## src/rtl/fg_pkg.sv

```systemverilog
// Shared definitions for the function-generator slope controller and datapath.
package fg_pkg;

  localparam int PHASE_W = 2;

  // Phase encodings. The datapath uses the same values to pick its adder and clamp.
  typedef enum logic [PHASE_W-1:0] {
    IDLE = 2'd0,
    RISE = 2'd1,
    ON   = 2'd2,
    FALL = 2'd3
  } phase_t;

endpackage

```

## src/rtl/fg_prescaler.sv

```systemverilog
// Sample-rate divider: one clk_en_o pulse every prescaler_i+1 clocks while enabled.
module fg_prescaler #(
  parameter int PRESCALER_BITWIDTH = 16
) (
  input  logic                          clk_i,
  input  logic                          rstn_i,
  input  logic                          en_i,
  input  logic [PRESCALER_BITWIDTH-1:0] prescaler_i,
  output logic                          clk_en_o
);

  logic [PRESCALER_BITWIDTH-1:0] pre_cnt_q, pre_cnt_d;
  logic                          clk_en_q, clk_en_d;

  // Count up to prescaler_i, then wrap and raise the enable for one clock.
  // A reload value below the current count lets the counter run to its
  // natural wrap; that is harmless and avoids an extra magnitude compare.
  always_comb begin
    pre_cnt_d = pre_cnt_q;
    clk_en_d  = 1'b0;
    if (!en_i) begin
      pre_cnt_d = '0;
    end else if (pre_cnt_q == prescaler_i) begin
      pre_cnt_d = '0;
      clk_en_d  = 1'b1;
    end else begin
      pre_cnt_d = pre_cnt_q + 1'b1;
    end
  end

  // Counter and enable registers.
  always_ff @(posedge clk_i or negedge rstn_i) begin
    if (!rstn_i) begin
      pre_cnt_q <= '0;
      clk_en_q  <= 1'b0;
    end else begin
      pre_cnt_q <= pre_cnt_d;
      clk_en_q  <= clk_en_d;
    end
  end

  // Registered enable straight to the port.
  always_comb begin
    clk_en_o = clk_en_q;
  end

endmodule

```

## src/rtl/fg_waveform_sequencer.sv

```systemverilog
// Slope sequencer: period counter, per-period shadow config and phase FSM.
//
//   state | meaning
//   IDLE  | waveform finished falling, wait for next period start
//   RISE  | ramping up towards amplitude
//   ON    | holding at amplitude until the ON-time compare
//   FALL  | ramping down towards zero
module fg_waveform_sequencer
  import fg_pkg::*;
#(
  parameter int COUNTER_BITWIDTH   = 32,
  parameter int WAVEFORM_BITWIDTH  = 16,
  parameter int PRESCALER_BITWIDTH = 16
) (
  input  logic                          clk_i,
  input  logic                          rstn_i,
  input  logic                          en_i,
  input  logic [PRESCALER_BITWIDTH-1:0] prescaler_i,
  input  logic [COUNTER_BITWIDTH-1:0]   counter_i,
  input  logic [COUNTER_BITWIDTH-1:0]   ON_counter_i,
  input  logic [WAVEFORM_BITWIDTH-1:0]  amplitude_i,
  input  logic [WAVEFORM_BITWIDTH:0]    val_i,
  output logic                          clk_en_o,
  output logic [COUNTER_BITWIDTH-1:0]   CR_o,
  output logic [1:0]                    phase_o,
  output logic                          period_start_o
);

  localparam int VW = WAVEFORM_BITWIDTH + 1;

  logic                        clk_en;
  logic [COUNTER_BITWIDTH-1:0] cr_q, cr_d;
  logic [COUNTER_BITWIDTH-1:0] per_q, per_d;
  logic [COUNTER_BITWIDTH-1:0] on_q, on_d;
  logic [VW-1:0]               amp_q, amp_d;
  phase_t                      phase_q, phase_d;
  logic                        cr_zero, cr_at_on, val_ge_amp, val_le_zero;

  fg_prescaler #(
    .PRESCALER_BITWIDTH(PRESCALER_BITWIDTH)
  ) u_prescaler (
    .clk_i      (clk_i),
    .rstn_i     (rstn_i),
    .en_i       (en_i),
    .prescaler_i(prescaler_i),
    .clk_en_o   (clk_en)
  );

  // Compares shared by the counter and the phase FSM.
  always_comb begin
    cr_zero     = (cr_q == '0);
    cr_at_on    = (cr_q == on_q);
    val_ge_amp  = ($signed(val_i) >= $signed(amp_q));
    val_le_zero = val_i[VW-1] | (val_i == '0);
  end

  // Period counter and shadow capture; the wrap compare uses the shadow
  // still in force, so a new period length only applies from the next period.
  always_comb begin
    cr_d  = cr_q;
    per_d = per_q;
    on_d  = on_q;
    amp_d = amp_q;
    if (!en_i) begin
      cr_d = '0;
    end else if (clk_en) begin
      cr_d = (cr_q == per_q) ? '0 : cr_q + 1'b1;
      if (cr_zero) begin
        per_d = counter_i;
        on_d  = ON_counter_i;
        amp_d = {1'b0, amplitude_i};
      end
    end
  end

  // Counter and shadow registers; shadows survive an en_i clear.
  always_ff @(posedge clk_i or negedge rstn_i) begin
    if (!rstn_i) begin
      cr_q  <= '0;
      per_q <= '0;
      on_q  <= '0;
      amp_q <= '0;
    end else begin
      cr_q  <= cr_d;
      per_q <= per_d;
      on_q  <= on_d;
      amp_q <= amp_d;
    end
  end

  // Phase state register.
  always_ff @(posedge clk_i or negedge rstn_i) begin
    if (!rstn_i) begin
      phase_q <= IDLE;
    end else begin
      phase_q <= phase_d;
    end
  end

  // Phase next-state: period start restarts the rise from any phase; in RISE
  // the ON-time compare wins over reaching amplitude.
  always_comb begin
    phase_d = phase_q;
    if (!en_i) begin
      phase_d = IDLE;
    end else if (clk_en) begin
      if (cr_zero) begin
        phase_d = RISE;
      end else begin
        unique case (phase_q)
          RISE: begin
            if (cr_at_on)        phase_d = FALL;
            else if (val_ge_amp) phase_d = ON;
          end
          ON:   if (cr_at_on)    phase_d = FALL;
          FALL: if (val_le_zero) phase_d = IDLE;
          IDLE: phase_d = IDLE;
          default: phase_d = IDLE;
        endcase
      end
    end
  end

  // Outputs: all registered except period_start_o, decoded from registers.
  always_comb begin
    clk_en_o       = clk_en;
    CR_o           = cr_q;
    phase_o        = phase_q;
    period_start_o = clk_en & cr_zero;
  end

endmodule

```

## config.mk

```make
export PLATFORM = sky130hd
export DESIGN_NAME = fg_waveform_sequencer
export DESIGN_NICKNAME = d
export VERILOG_FILES = /design/src/rtl/fg_pkg.sv /design/src/rtl/fg_prescaler.sv /design/src/rtl/fg_waveform_sequencer.sv
export SDC_FILE = /design/constraint.sdc
export NUM_CORES = 1
export LEC_CHECK = 0
export ABC_AREA = 0
export BUFFER_PORTS_ARGS = -buffer_cell sky130_fd_sc_hd__buf_2
export CAP_MARGIN = 20
export CORE_UTILIZATION = 55
export CTS_CLUSTER_SIZE = 12
export DETAILED_ROUTE_END_ITERATION = 10
export MAX_ROUTING_LAYER = met4
export PLACE_DENSITY = 0.8
export RECOVER_POWER = 25
export SLEW_MARGIN = 5
export SYNTH_ARGS = -nofsm -noshare
export SYNTH_HDL_FRONTEND = slang
export SYNTH_SLANG_ARGS = --single-unit
```

## constraint.sdc

```tcl
create_clock -name clk_i -period 3.09 [get_ports clk_i]
set_input_delay 0.1545 -clock clk_i [delete_from_list [all_inputs] [get_ports clk_i]]
set_output_delay 0.1545 -clock clk_i [all_outputs]
set_load 0.005 [all_outputs]
```

# Word level (Yosys, flattened, before mapping)
# Cells that the tools add are included.
[totals]
register_bits = 131
latchBits = 0
mem_bits_rw = 0
mem_bits_ro = 0
in_bits = 116
out_inout_bits = 36
memories = 0
[classes]
n_addsub = 2
multipliers = 0
n_div = 0
magnitude_cmp = 1
eq_ne = 10
n_shift = 0
muxes = 15
bitwise_logic = 2
n_reduce_logical = 5
[ops]
columns = ["cell", "n"]
rows = [
  ["2-to-1 mux 32 bit", 3],
  ["equality test 32 bit", 2],
  ["adder 32 x 1 -> 32 bit (second input constant)", 1],
  ["zero test 32 bit", 1],
  ["2-to-1 mux 16 bit", 2],
  ["greater-or-equal comparator 17 bit", 1],
  ["zero test 17 bit", 1],
  ["adder 16 x 1 -> 16 bit (second input constant)", 1],
  ["equality test 16 bit", 1],
  ["2-to-1 mux 2 bit", 7],
  ["!= test 4 bit (second input constant)", 2],
  ["case mux 2 bit (4 select lines)", 1],
  ["!= test 5 bit (second input constant)", 1],
  ["equality test 2 bit (second input constant)", 2],
  ["AND reduction 4 bit", 1],
  ["AND reduction 3 bit", 1],
  ["equality test 2 x 1 -> 1 bit (second input constant)", 1],
  ["zero test 2 bit", 1],
  ["2-to-1 mux 1 bit", 2],
  ["!= test 2 x 1 -> 1 bit (second input constant)", 1],
  ["bitwise AND 1 bit", 1],
  ["bitwise OR 1 bit", 1],
]

# Depth between registers and ports, before layout
# Gate-level depths: netlist of the first run.
[depth]
word_depth = 7
depth_mapped = 12
mapped_depth_nobuf = 8

# Hierarchy
# From an unflattened synthesis of the first run, not the netlist that was laid out.
[hier_totals]
cells_unflattened = 667
area_unflattened_um2 = 7163.1
[modules_own_cells]
columns = ["module", "instances", "cells_per_inst", "area_per_inst_um2", "seq_area_each_um2"]
rows = [
  ["fg_waveform_sequencer", 1, 567, 6154.7, 2852.7],
  ["fg_prescaler", 1, 100, 1008.5, 425.4],
]

# Worst setup path before layout of the first run
# Ideal clock, no wire load.
[synth_path]
path_type = "register to register"
from = "register amp_q[7]"
to = "register phase_q[1], in the netlist phase_o[1]"
arrival_time_ns = 2.115
required_time_ns = 2.962
slack_ns = 0.847
stages_incl_launch_ff = 9
period_less_slack_ns = 2.243
path_cell_list = "dfrtp_1 -> inv_1 -> ha_1 -> nand4_1 -> or4_1 -> o221ai_1 -> a22oi_1 -> a211oi_2 -> mux2_1"
[synth_between]
elab_chain_cells = 3
[synth_rtl]
columns = ["element", "line_no", "rtl"]
rows = [
  ["start, declared", "fg_waveform_sequencer.sv:35", "logic [VW-1:0] amp_q, amp_d;"],
  ["start signal, assigned", "fg_waveform_sequencer.sv:87", "amp_q <= amp_d;"],
  ["greater-or-equal comparator 17 bit", "fg_waveform_sequencer.sv:53", "val_ge_amp = ($signed(val_i) >= $signed(amp_q));"],
  ["!= test 5 bit (no line)", "--", ""],
  ["AND reduction 4 bit (no line)", "--", ""],
  ["end signal, assigned", "fg_waveform_sequencer.sv:96", "phase_q <= phase_d;"],
  ["end, declared", "fg_waveform_sequencer.sv:36", "phase_t phase_q, phase_d;"],
]
# Every way passes these cells.
# A chain may end at the register's enable or synchronous reset.

# Worst setup path after layout of the first run
[layout_path]
from = "register cr_q[0], in the netlist CR_o[0]"
to = "register per_q[4]"
[layout_between]
elab_chain_cells = 2
[layout_rtl]
columns = ["element", "line_no", "rtl"]
rows = [
  ["start, declared", "fg_waveform_sequencer.sv:32", "logic [COUNTER_BITWIDTH-1:0] cr_q, cr_d;"],
  ["start signal, assigned", "fg_waveform_sequencer.sv:84", "cr_q <= cr_d;"],
  ["zero test 32 bit", "fg_waveform_sequencer.sv:51", "cr_zero = (cr_q == '0);"],
  ["AND reduction 3 bit (no line)", "--", ""],
  ["end signal, assigned", "fg_waveform_sequencer.sv:85", "per_q <= per_d;"],
  ["end, declared", "fg_waveform_sequencer.sv:33", "logic [COUNTER_BITWIDTH-1:0] per_q, per_d;"],
]
# Every way passes these cells.

==> flow_summary.rst, run 1 <==
.. list-table::
   :header-rows: 1

   * - Metric
     - Value
   * - Largest net degree at the start of global routing
     - a little over 70
   * - Detail-routed net length per standard cell
     - 18.71 um
   * - Result of the run
     - finished with violations
   * - DRT Wirelength
     - 19870 um
   * - TritonCTS clock tree
     - yes
   * - Share of synthesized area occupied by flip-flops and latches
     - 0.4643
   * - Category of the most critical setup path
     - reg2reg
   * - Core Util, Final
     - 0.7390
   * - Ant diodes
     - 0
   * - Share of power burned in combinational logic
     - 0.068
   * - Switching power
     - 867.4 uW
   * - Row cnt
     - 41
   * - Max clock buf depth
     - 2
   * - Synthesis-stage register bit count
     - 131
   * - Vias per std cell
     - 5.540
   * - Total number of clock tree sinks
     - approximately 130
   * - Leak Pwr
     - 0.004552 uW
   * - Wire length of the first global-routing pass
     - between 30000 and 40000 um
   * - Number of remaining DRC errors
     - 0
   * - Area of the die
     - 13290 sq um
   * - Starting utilization of the core area
     - 0.5618
   * - GRT Overall Usage
     - 0.3293
   * - Max rail drop VDD
     - just over 300 uV
   * - Remaining number of nets flagged by the antenna check after routing
     - 0
   * - FFs w/ async S/R, synth
     - 1.000
   * - Transition time of the tightest slew-check pin
     - 1569 ps
   * - Share of the clock period used by the worst path after layout
     - 0.8492
   * - Vias in the first global route
     - around 6.1k
   * - Post-synth design cell area
     - about 7100 sq um
   * - Synthesized netlist net count
     - 791
   * - # setup viols final
     - 0
   * - Final layout net count
     - 1016
   * - Insertion delay to the later sink of the worst-skew pair
     - 420 ps
   * - Final Worst Setup Slack
     - 466.0 ps
   * - Area of the core
     - about 13000 sq um
   * - Post-synthesis to final-layout area growth
     - 31.54%
   * - Most used flip-flop cell after synthesis
     - dfrtp_1
   * - Count of synthesis-stage warnings from yosys
     - 0
   * - Final worst hold slack
     - 15.63 ps
   * - Unique cell type count in the Yosys netlist
     - 47
   * - Horizontal die dimension
     - 115.3 um
   * - Relative max-transition margin
     - -0.04591
   * - Count of buffers inserted at the top-level ports
     - roughly 150
   * - Switching power share of the total
     - 0.2185
   * - Max frequency
     - between 0.3 and 0.4 GHz
   * - Inserted Clock Buffers
     - 17
   * - Category of the worst setup path launch point
     - flop
   * - Fraction of final layout cells with drive strength greater than 1
     - 0.2663
   * - Type of the worst min-delay path
     - in2reg
   * - Setup repair after global routing missed its margin
     - no
   * - Total area of multi-input combinational cells
     - 3441 sq um
   * - RD Place Congestion
     - 0.9904
   * - Post-route clock skew
     - approximately 14 ps
   * - CP Capture Type
     - flop
   * - Accumulated negative setup slack
     - 0 ps
   * - Iteration count of the initial detailed-routing pass
     - 5
   * - P_int
     - 3102 uW
   * - H-tree depth reported by CTS
     - 4
   * - Number of instances in the synthesized netlist
     - 652
   * - Iter 0 DRT Violations
     - approximately 530
   * - Hold Fails Final Rpt
     - 0
   * - Final critical-path required period
     - 2624 ps
   * - Max capacitance violation total
     - 1
   * - Post-cts repair resize count
     - 0
   * - Arrival time worst endpoint
     - 2920 ps
   * - Final Max Tran Viols
     - 61
   * - Clock network fraction of design power
     - 0.496
   * - Placement Setup Slack
     - 524.3 ps
   * - Total number of vias
     - 5884
   * - HPWL after DPL
     - 13130 um
   * - Number of primary I/O pins
     - 152
   * - GRT Residual Overflow
     - 0
   * - Areal power density over the cells
     - 427.4 nW/um^2
   * - Filler cell count in the final layout
     - 873
   * - Storage element area
     - 3278 sq um
   * - Failing checks
     - capacitance limit, slew limit
   * - Data required time at the worst endpoint
     - 3390 ps
   * - Syn avg cell area
     - about 11 sq um
   * - Height of the die
     - about 120 um
   * - Initial antenna violation count
     - 0
   * - Max FO, Critical Path
     - 40
   * - Clock edge transition at the registers on the reported setup and hold paths
     - around 60 ps
   * - Fraction of power consumed by sequential logic
     - 0.436
   * - Number of flops mapped to enable cells by yosys
     - 0
   * - CTS root buf
     - clkbuf_16
## metrics by stage
| stage | std cells | instance area [sq um] | total power [uW] |
|---|---|---|---|
| 6_report | 1062 | 9288 | 3970 |
| 5_1_grt | 1062 | 9288 | 4089 |
| 4_1_cts | 1062 | 9323 | 3977 |
| 3_5_place_dp | 950 | 7935 | 1944 |
| 3_3_place_gp | 950 | 7935 | 1937 |
| 2_1_floorplan | 652 | 7061 | 1807 |
## worst max-delay path, cell delays in order (launching register included)
cell	delay (ps)
dfrtp_1	530
inv_1	120
ha_1	170
nor4b_2	200
nand4_1	180
nor2_1	240
and3_4	240
buf_4	400
mux2_2	410
## cell usage after synthesis, drive strengths merged, types with 2 or more instances
master | n | area [sq um]
nand4 | 32 | 200.2
inv | 26 | 97.59
mux2i | 2 | 20.02
mux2 | 66 | 743.2
nor4 | 18 | 125.1
nand2 | 34 | 127.6
nand2b | 3 | 18.77
clkbuf | 10 | 37.54
a21oi | 10 | 50.05
nor2 | 49 | 186.4
ha | 23 | 287.8
dfrtp | 131 | 3278
xnor2 | 78 | 683.2
o21ai | 23 | 115.1
and2 | 2 | 12.51
nor3 | 8 | 45.04
xor2 | 39 | 341.6
and4 | 11 | 96.34
nand3 | 18 | 90.09
buf | 31 | 211.5
a22o | 2 | 17.52
a31oi | 2 | 12.51
and3 | 13 | 81.33
a211oi | 4 | 35.03
a21o | 3 | 22.52
## cell families after synthesis
group,synth area share
compound gates,0.04537
xor+xnor,0.1451
fa+ha+maj,0.04076
buf+inv,0.04909
flops,0.4643
mux,0.1081
simple gates,0.1473
## sequential cells by signal, summed over array words and instances (netlist names)
register and cells:
u_prescaler.pre_cnt_q 16, on_q 32, u_prescaler.clk_en_o 1, per_q 32
CR_o 32, amp_q 16, phase_o 2
## timing repair
action	4_1_cts	5_1_grt
hold buffers	80	0
buffers inserted	0	0
endpoints found under the hold margin	139	0
setup endpoints to repair	0	0
## final cells by class
type                       instances  share of cell area
clock buffer                      25             0.05550
tap                              172             0.02317
inverter                          26             0.01051
sequential                       131              0.3530
multi-input combinational        454              0.3705
clock inverter                     7            0.007679
timing repair buffer             247              0.1797
## power groups by stage
stage | Combinational (uW) | Sequential (uW) | Clock, uW
final | 269 | 1730 | 1970
after CTS | 264 | 1730 | 1980
after global placement | 178 | 1760 | 0
after global routing | 295 | 1730 | 2060
after floorplan | 49.5 | 1760 | 0
after detailed placement | 184 | 1760 | 0
## placed cells by master (no fill, tap or decap), types with 10 or more instances in the layout
| cell | n |
|---|---|
| a21oi_1 | 10 |
| and3_1 | 12 |
| and4_1 | 11 |
| buf_2 | 145 |
| clkbuf_1 | 14 |
| clkbuf_16 | 17 |
| dfrtp_1 | 131 |
| dlygate4sd3_1 | 80 |
| ha_1 | 23 |
| inv_1 | 26 |
| mux2_1 | 21 |
| mux2_2 | 45 |
| nand2_1 | 34 |
| nand3_1 | 18 |
| nand4_1 | 32 |
| nor2_1 | 48 |
| nor4_1 | 16 |
| o21ai_0 | 21 |
| xnor2_1 | 78 |
| xor2_1 | 39 |
## final timing paths
check | slack, ps | cells past startpoint | start | end
max in group asynchronous | 1350 | 3 | rstn_i | on_q[14]
worst max-delay path | 470 | 8 | CR_o[0] | per_q[4]
worst min-delay path | 20 | 2 | ON_counter_i[24] | on_q[24]
worst min register to register | 500 | 1 | amp_q[0] | amp_q[0]
min in group asynchronous | 670 | 2 | rstn_i | u_prescaler.pre_cnt_q[12]
worst max register to register | 470 | 8 | CR_o[0] | per_q[4]
## layer usage
metal | GRT usage | part of all wire | vias to the layer above
met5 | - | 0 | -
met4 | 0.1706 | 0.041 | 0
met3 | 0.07802 | 0.062 | 66
met2 | 0.5273 | 0.49 | 283
met1 | 0.3863 | 0.41 | 2819
li1 | - | - | 2716
Power figures use the tool's default switching activity.
==> run 2, diff against run 1 <==
--- a/config.mk
+++ b/config.mk
@@ -8,11 +8,11 @@
 export ABC_AREA = 0
 export BUFFER_PORTS_ARGS = -buffer_cell sky130_fd_sc_hd__buf_2
 export CAP_MARGIN = 20
-export CORE_UTILIZATION = 55
+export CORE_UTILIZATION = 50
 export CTS_CLUSTER_SIZE = 12
 export DETAILED_ROUTE_END_ITERATION = 10
 export MAX_ROUTING_LAYER = met4
-export PLACE_DENSITY = 0.8
+export PLACE_DENSITY = 0.77
 export RECOVER_POWER = 25
 export SLEW_MARGIN = 5
 export SYNTH_ARGS = -nofsm -noshare
==> constraint.sdc (replaced) <==
create_clock -name clk_i -period 2.4 [get_ports clk_i]
set_input_delay 0.12 -clock clk_i [delete_from_list [all_inputs] [get_ports clk_i]]
set_output_delay 0.12 -clock clk_i [all_outputs]
set_load 0.005 [all_outputs]
==> flow_summary.rst, run 2 (synthesized netlist as in run 1, its figures left out) <==
.. list-table::
   :header-rows: 1

   * - Metric
     - Value
   * - Result of the run
     - finished with violations (unchanged)
   * - Failing checks
     - setup timing (was capacitance limit, slew limit)
   * - Total Power
     - 5439 uW (was 3970 uW)
   * - Max FO, Critical Path
     - 3 (was 40)
   * - Data required time at the worst endpoint
     - 2700 ps (was 3390 ps)
   * - # setup viols final
     - 2 (was 0)
   * - Number of remaining DRC errors
     - 0 (unchanged)
   * - DRT Wirelength
     - 18900 um (was 19870 um)
   * - Total number of vias
     - 5792 (was 5884)
   * - Transition time of the tightest slew-check pin
     - 1125 ps (was 1569 ps)
   * - Area of the core
     - 13830 sq um (was 12570 sq um)
   * - Share of the clock period used by the worst path after layout
     - 1.040 (was 0.8492)
   * - Final layout net count
     - 1037 (was 1016)
   * - Max clock buf depth
     - 2 (unchanged)
   * - Clock edge transition at the registers on the reported setup and hold paths
     - 60 ps (about the same)
   * - Initial antenna violation count
     - 0 (unchanged)
   * - Setup repair after global routing missed its margin
     - yes (was no)
   * - HPWL after DPL
     - 13070 um (was 13130 um)
   * - TritonCTS clock tree
     - yes (unchanged)
   * - Max capacitance violation total
     - 0 (was 1)
   * - Fraction of final layout cells with drive strength greater than 1
     - 0.3128 (was 0.2663)
   * - Area of the die
     - 14600 sq um (was 13290 sq um)
   * - Most frequent cells in the layout
     - buf_2, dfrtp_1, dlygate4sd3_1 (unchanged)
   * - Vias in the first global route
     - 6034 (was 6094)
   * - Relative max-transition margin
     - 0.2501 (was -0.04591)
   * - Row cnt
     - 43 (was 41)
   * - Category of the worst setup path launch point
     - flop (unchanged)
   * - Hold Fails Final Rpt
     - 0 (unchanged)
   * - Areal power density over the cells
     - 563.9 nW/um^2 (was 427.4 nW/um^2)
   * - Final critical-path required period
     - 2496 ps (was 2624 ps)
   * - Ant diodes
     - 0 (unchanged)
   * - Filler cell count in the final layout
     - 1030 (was 873)
   * - Storage element area
     - 3278 sq um (unchanged)
   * - GRT Overall Usage
     - 0.2795 (was 0.3293)
   * - Type of the worst min-delay path
     - in2reg (unchanged)
   * - Total number of clock tree sinks
     - 131 (unchanged)
   * - Final Max Tran Viols
     - 0 (was 61)
   * - Height of the die
     - 120.8 um (was 115.3 um)
   * - Total area of multi-input combinational cells
     - 3523 sq um (was 3441 sq um)
   * - Largest net degree at the start of global routing
     - 68 (was 72)
   * - Count of buffers inserted at the top-level ports
     - 151 (unchanged)
   * - Iter 0 DRT Violations
     - 423 (was 533)
   * - Detail-routed net length per standard cell
     - 17.32 um (was 18.71 um)
   * - Insertion delay to the later sink of the worst-skew pair
     - 420 ps (about the same)
   * - Category of the most critical setup path
     - reg2reg (unchanged)
   * - CTS root buf
     - clkbuf_16 (unchanged)
   * - Starting utilization of the core area
     - 0.5106 (was 0.5618)
   * - RD Place Congestion
     - 0.9404 (was 0.9904)
   * - Inserted Clock Buffers
     - 17 (unchanged)
   * - Post-route clock skew
     - 8.869 ps (was 14.29 ps)
   * - Remaining number of nets flagged by the antenna check after routing
     - 0 (unchanged)
   * - Horizontal die dimension
     - 120.8 um (was 115.3 um)
   * - Final Worst Setup Slack
     - -96.28 ps (was 466.0 ps)
   * - Final worst hold slack
     - 27.90 ps (was 15.63 ps)
   * - H-tree depth reported by CTS
     - 4 (unchanged)
   * - Vias per std cell
     - 5.309 (was 5.540)
   * - Max rail drop VDD
     - 442.3 uV (was 310.0 uV)
   * - GRT Residual Overflow
     - 0 (unchanged)
   * - Most common library cell in the layout ignoring fill and taps
     - buf_2 (unchanged)
   * - Max frequency
     - 0.4006 GHz (was 0.3811 GHz)
   * - CP Capture Type
     - flop (unchanged)
   * - Wire length of the first global-routing pass
     - 29890 um (was 31450 um)
   * - Number of primary I/O pins
     - 152 (unchanged)
   * - Leak Pwr
     - 0.004720 uW (was 0.004552 uW)
   * - Post-synthesis to final-layout area growth
     - 36.61% (was 31.54%)
   * - Iteration count of the initial detailed-routing pass
     - 6 (was 5)
   * - Arrival time worst endpoint
     - 2800 ps (was 2920 ps)
-- run 2: final cells by class --
| class | count | area share |
|---|---|---|
| inverters | 26 | 0.01012 |
| clock inverters | 14 | 0.02179 |
| well taps | 180 | 0.02335 |
| repair buffers | 268 | 0.1941 |
| clock buffers | 18 | 0.04553 |
| flip-flops and latches | 131 | 0.3399 |
| multi-input cells | 454 | 0.3653 |
-- run 2: worst max-delay path, stage by stage (launching register included) --
cell and delay [ps]:
dfrtp_1 340, inv_2 50, ha_4 260, nand4_1 150, or4_4 560, o221ai_2 240
a22oi_2 130, a211oi_2 300, mux2_1 340
-- run 2: power breakdown --
group	switching (uW)	internal, uW	leakage (uW)
registers	10.1	2220	0.00175
clock network	1000	1860	0.000300
logic	155	196	0.00267
total	1160	4270	0.00472
-- run 2: layer usage --
metal	wire, um	track usage	vias up
li1	-	-	2746
met1	8078	0.3325	2796
met2	9376	0.4650	210
met3	936	0.05566	40
met4	504	0.1127	0
met5	0	-	-
-- run 2: worst paths after layout --
| check | to | startpoint | slack [ps] | depth (start not counted) |
|---|---|---|---|---|
| setup / recovery | phase_o[1] | amp_q[7] | -100 | 8 |
| hold / removal | phase_o[0] | en_i | 30 | 3 |
| setup reg to reg | phase_o[1] | amp_q[7] | -100 | 8 |
| hold reg to reg | amp_q[0] | amp_q[0] | 490 | 1 |
| max in group asynchronous | on_q[26] | rstn_i | 360 | 3 |
| min in group asynchronous | u_prescaler.pre_cnt_q[12] | rstn_i | 440 | 2 |
-- run 2: stage by stage --
stage | instances | setup TNS [ps] | cell area (sq um) | util | setup WS, ps
after CTS | 1087 | 0 | 9550 | 0.6907 | 28.63
after detailed placement | 974 | 0 | 8090 | 0.5851 | 31.33
after floorplan | 652 | 0 | 7061 | - | 157.3
after global placement | 974 | 0 | 8090 | 0.5851 | 116.4
final | 1091 | -119.4 | 9646 | 0.6976 | -96.28
after global routing | 1091 | -3045 | 9646 | 0.6976 | -148.7
-- run 2: what timing repair did --
action	CTS	global route
hold buffers	81	0
resized for setup	0	14
setup endpoints to repair	0	24
endpoints found under the hold margin	122	0
setup buffers	0	4
